--- config.mk ---
export PLATFORM = sky130hd
export DESIGN_NAME = cla_byte_serial_adder
export DESIGN_NICKNAME = d
export VERILOG_FILES = /design/src/rtl/cla_byte_serial_adder.sv
export SDC_FILE = /design/constraint.sdc
export NUM_CORES = 1
export LEC_CHECK = 0
export ABC_AREA = 1
export CORE_MARGIN = 10
export CORE_UTILIZATION = 45
export DETAILED_ROUTE_END_ITERATION = 7
export DONT_BUFFER_PORTS = 1
export PLACE_DENSITY = 0.72
export SYNTH_ARGS = -nofsm -noshare
export SYNTH_HDL_FRONTEND = slang
export SYNTH_SLANG_ARGS = --single-unit
--- constraint.sdc ---
create_clock -name clk -period 3.7 [get_ports clk]
set_input_delay 0.555 -clock clk [delete_from_list [all_inputs] [get_ports clk]]
set_output_delay 0.555 -clock clk [all_outputs]
set_load 0.01 [all_outputs]
--- src/rtl/cla_byte_serial_adder.sv ---
// Byte-serial W-bit adder: one byte slice per cycle through an 8-bit carry-lookahead generator.
// Latency NBYTES cycles from accept to done; start is ignored while busy and results hold until the next accept.

module cla8_carry_gen (
    input  logic [7:0] a,
    input  logic [7:0] b,
    input  logic       cin,
    output logic [7:0] c
);
    logic [7:0] g;
    logic [7:0] p;

    assign g = a & b;
    assign p = a ^ b;

    // Flat lookahead: c[i] = g[i] | p[i]g[i-1] | ... | p[i..0]cin, no ripple chain.
    always_comb begin
        logic acc;
        logic prod;
        c = '0;
        for (int i = 0; i < 8; i++) begin
            acc  = g[i];
            prod = p[i];
            for (int j = i - 1; j >= 0; j--) begin
                acc  = acc | (prod & g[j]);
                prod = prod & p[j];
            end
            c[i] = acc | (prod & cin);
        end
    end
endmodule

module cla_byte_serial_adder #(
    parameter int NBYTES = 4
) (
    input  logic                clk,
    input  logic                rst,
    input  logic                start,
    input  logic [8*NBYTES-1:0] a,
    input  logic [8*NBYTES-1:0] b,
    input  logic                cin,
    output logic                busy,
    output logic                done,
    output logic [8*NBYTES-1:0] sum,
    output logic                cout,
    output logic                overflow
);
    localparam int IW = (NBYTES > 1) ? $clog2(NBYTES) : 1;

    localparam logic [1:0] IDLE = 2'd0;
    localparam logic [1:0] RUN  = 2'd1;
    localparam logic [1:0] DONE = 2'd2;

    logic [1:0]              state;
    logic [IW-1:0]           idx;
    logic                    carry_reg;
    logic [NBYTES-1:0][7:0]  a_reg;
    logic [NBYTES-1:0][7:0]  b_reg;
    logic [NBYTES-1:0][7:0]  sum_reg;
    logic                    cout_reg;
    logic                    ovf_reg;

    logic [7:0] ab;
    logic [7:0] bb;
    logic [7:0] c;
    logic [7:0] sum_byte;
    logic       last;

    assign ab       = a_reg[idx];
    assign bb       = b_reg[idx];
    assign last     = (idx == IW'(NBYTES - 1));
    assign sum_byte = (ab ^ bb) ^ {c[6:0], carry_reg};

    cla8_carry_gen u_gen (
        .a   (ab),
        .b   (bb),
        .cin (carry_reg),
        .c   (c)
    );

    always_ff @(posedge clk or posedge rst) begin
        if (rst) begin
            state     <= IDLE;
            idx       <= '0;
            carry_reg <= 1'b0;
            a_reg     <= '0;
            b_reg     <= '0;
            sum_reg   <= '0;
            cout_reg  <= 1'b0;
            ovf_reg   <= 1'b0;
        end else begin
            case (state)
                IDLE, DONE: begin
                    if (start) begin
                        a_reg     <= a;
                        b_reg     <= b;
                        carry_reg <= cin;
                        idx       <= '0;
                        state     <= RUN;
                    end else begin
                        state <= IDLE;
                    end
                end
                RUN: begin
                    sum_reg[idx] <= sum_byte;
                    carry_reg    <= c[7];
                    if (last) begin
                        cout_reg <= c[7];
                        ovf_reg  <= c[7] ^ c[6];
                        idx      <= '0;
                        state    <= DONE;
                    end else begin
                        idx <= idx + IW'(1);
                    end
                end
                default: state <= IDLE;
            endcase
        end
    end

    assign busy     = (state == RUN);
    assign done     = (state == DONE);
    assign sum      = sum_reg;
    assign cout     = cout_reg;
    assign overflow = ovf_reg;
endmodule

==> results <==
- The flow ran to the end, and the final reports show no timing, DRC or antenna violations.
- The via density per instance is 5.41.
- The clock sink count is 103.
- For this run, the total global-route usage over all layers was measured as 0.147.
- The count of buffers from port buffering is 0.
- Synthesis produced a netlist whose cell count is 463.
- The worst hold margin is 0.214 ns.
- Summing over every cut layer, the via total after detailed routing is 3,256.
- The total count of max-transition violations in the final report is 0.
- The total placed cells including tap cells is 585.
- The detailed placer's ending HPWL is 8.66 mm.
- The endpoint of the worst register-to-register path is sum[14]$_DFFE_PP0P_.
- The commonest non-fill, non-tap cell in the layout is sky130_fd_sc_hd__dfrtp_1.
- The tool flagged a number of max-cap violations equal to 0.
- After detailed routing, the total wire length is 11.4 mm.
- Setup violations remaining at the end of the flow were counted as 0.
- Counting the buffers created by CTS gives 9.
- The maximum operating frequency is 0.369 GHz.
- Excluding fillers, the count of instances in the completed layout stands at 602.
- The critical path starts at idx[0]$_DFFE_PP0P_.
- The signal on the critical path passes through inv_1 > buf_4 > o21ai_0 > o22ai_1 > ha_1 > nand3_1 > nand3_1 > nor2_2 > nand2_4 > xnor2_2 > o21ai_1.
- The synthesized area per cell is 10.4 µm².
- Grouping stages by cell kind, the critical path spends the most delay in buffers and inverters.
- The root cell of the clock tree is sky130_fd_sc_hd__clkbuf_8.
- CTS built an H-tree with a depth of 3.
- The latest clock arrival within the worst-skew pair is 0.37 ns.
- The synthesized area is 4830 µm².
- The global route total overflow is 0.
- From synthesis to final layout, the design area changed by 6.71%.
- The congestion estimate from routability-driven global placement came to 0.946.
- The share of the Yosys chip area taken by registers is 0.534.
- The largest single stage delay on the critical path is 0.42 ns.
- The post-layout net count is 541.
- The post-detailed-route DRC marker count is 0.
- The nature of the critical path startpoint is a register.
- For the pin with the worst max-slew slack, the measured transition is 0.819 ns.
- The number of nets handed over by synthesis was 544.
- The area of the die is 15,300 µm².
- The dominant cell type by count on the critical path is sky130_fd_sc_hd__nand3_1.
- The detail route stage leaves a number of antenna-violating nets equal to 0.
- The post-cts sizing count is 0.
- TritonCTS built the clock tree.
- During synthesis, Yosys emitted a total of 0 warnings.
- Dividing the detail-routed wire length by the instance count gives 18.9 µm.
- Counting flops with a built-in enable in the synthesized netlist gives 0.
- The number of inserted filler cells in the final layout is 949.
- Summing all flip-flop and latch instances after layout gives 2580 µm².
- Of the cells placed in the final design, the portion with a size suffix greater than 1 is 0.232.
- Counting flops with an async set or reset pin after synthesis yields a share of 1.00.
- The minimum setup slack after placement is 1.04 ns.
- The core region area is 10,400 µm².
- The arrival time reported for the critical path endpoint is 2.95 ns.
- The min-delay analysis places its worst path in the category input pin to async pin.
- The worst setup path endpoint is sum[14]$_DFFE_PP0P_.
- The library cells used most frequently in the layout, excluding fill and tap cells, are 103 x sky130_fd_sc_hd__dfrtp_1, 88 x sky130_fd_sc_hd__nand2_1, 63 x sky130_fd_sc_hd__mux2_2.
- The setup path with the least slack is of type register to register.
- Headroom to the max-slew limit came out at 0.454.
- The standard-cell row count is 37.
- The ratio of final minimum period to clock period is 0.732.
- After synthesis the netlist holds a flip-flop and latch count of 103.
- The first TritonRoute pass finished after 4 iterations.
- The first global-routing pass estimated 17.7 mm of wire.
- The area of the multi-input gates is 2040 µm².
- Adding up every negative setup slack in the final design gives 0 ns.
- The worst-case clock buffer depth is 2.
- The largest individual stage delay along the critical path comes from the cell sky130_fd_sc_hd__inv_1.
- The initial antenna violation count is 4.
- The floorplan step set the die width to 124 µm.
- The origin of the critical flop-to-flop path is idx[0]$_DFFE_PP0P_.
- The largest net degree at the start of global routing is 68.
- The worst path buffer plus inverter count is 2.
- In this run the register-to-register setup slack is 0.99 ns.
- Buffers inserted to repair hold after CTS numbered 0.
- The detailed router finished its first iteration with 226 violations.
- The boundary pin count is 104.
- The number of library cell types mapped by synthesis is 35.
- The setup clock skew after layout is 0.00910 ns.
- The path length in cells of the critical path is 11.
- Once the clock tree was built, the setup fixing pass inserted 0 buffers.
- The largest driver fanout on the critical path is 20.
- In the synthesized netlist the dominant register cell turns out to be sky130_fd_sc_hd__dfrtp_1.
- The die extent in y is 124 µm.
- The effective utilization at floorplan is 0.466.
- STA classifies the critical path endpoint as a register.
- Clock-pin slew was measured on the worst setup and hold paths at 0.10 ns.
- The via count of the first global-routing pass is 3,221.
- Setup repair after global routing left no endpoint under its margin.
- The final number of hold-violating endpoints came to 0.
- After layout, the worst setup slack is 0.992 ns.
- Counting cells, the worst reg-to-reg path comes to 11.
- The time the final worst path needs with I/O delays and setup is 2.71 ns.
- The required time of the critical path is 3.94 ns.
how the worst min path moves through the flow:
stage | start | to | depth (start not counted)
2_1_floorplan | b_reg[17]$_DFFE_PP0P_ | b_reg[17]$_DFFE_PP0P_ | 1
3_3_place_gp | a_reg[17]$_DFFE_PP0P_ | a_reg[17]$_DFFE_PP0P_ | 1
3_5_place_dp | b_reg[15]$_DFFE_PP0P_ | b_reg[15]$_DFFE_PP0P_ | 1
4_1_cts | rst | sum[22]$_DFFE_PP0P_ | 1
5_1_grt | rst | sum[8]$_DFFE_PP0P_ | 1
6_report | rst | sum[30]$_DFFE_PP0P_ | 1
routing by layer:
layer | GRT usage | wire, µm | vias up
met5 | 0 | 21 | -
met4 | 0.0284 | 76 | 4
met3 | 0.0692 | 1280 | 12
met2 | 0.234 | 5330 | 110
met1 | 0.179 | 4650 | 1580
li1 | - | - | 1550
cell usage after synthesis, types with 2 or more instances:
cell	instances	area [µm²]
sky130_fd_sc_hd__nand3_2	3	30.0
sky130_fd_sc_hd__nor2_4	2	22.5
sky130_fd_sc_hd__o21ai_1	6	30.0
sky130_fd_sc_hd__o22ai_1	14	87.6
sky130_fd_sc_hd__mux2_2	63	709
sky130_fd_sc_hd__nor2_2	2	12.5
sky130_fd_sc_hd__ha_1	12	150
sky130_fd_sc_hd__clkbuf_1	8	30.0
sky130_fd_sc_hd__inv_2	3	11.3
sky130_fd_sc_hd__a32oi_1	2	17.5
sky130_fd_sc_hd__nand2_4	2	22.5
sky130_fd_sc_hd__buf_6	3	33.8
sky130_fd_sc_hd__a21oi_1	4	20.0
sky130_fd_sc_hd__buf_2	8	40.0
sky130_fd_sc_hd__nand2_2	4	25.0
sky130_fd_sc_hd__nand4_1	2	12.5
sky130_fd_sc_hd__o21ai_0	40	200
sky130_fd_sc_hd__nand3_1	22	110
sky130_fd_sc_hd__nand2_1	88	330
sky130_fd_sc_hd__inv_1	24	90.1
sky130_fd_sc_hd__nor2_1	34	128
sky130_fd_sc_hd__o21ai_2	2	17.5
sky130_fd_sc_hd__dfrtp_1	103	2580
through the flow:
| stage | util | instance area (µm²) |
|---|---|---|
| CTS | 0.497 | 5150 |
| detailed placement | 0.476 | 4940 |
| floorplan | - | 4830 |
| global placement | 0.476 | 4940 |
| global route | 0.497 | 5150 |
| finish | 0.497 | 5150 |
logic make-up (layout without fill, tap and decap cells):
logic type      count (synthesis)  count (layout)  share of synthesized area
buf+inv                        48              50                     0.0451
simple gates                  163             163                      0.152
xor+xnor                        3               3                    0.00699
fa+ha+maj                      13              13                     0.0352
other cells                     0               1                          0
mux                            63              63                      0.147
flops                         103             103                      0.534
compound gates                 70              70                     0.0806
layout make-up:
cell class	instances	share of cell area
antenna	1	0.000485
clock buffer	9	0.0240
clock inverter	7	0.0172
inverter	27	0.0201
multi-input combinational	312	0.395
sequential	103	0.500
tap	136	0.0330
timing repair buffer	7	0.0102
Power is not shown: default switching activity piles up to over one toggle a cycle in this logic, so the estimate is an artifact.
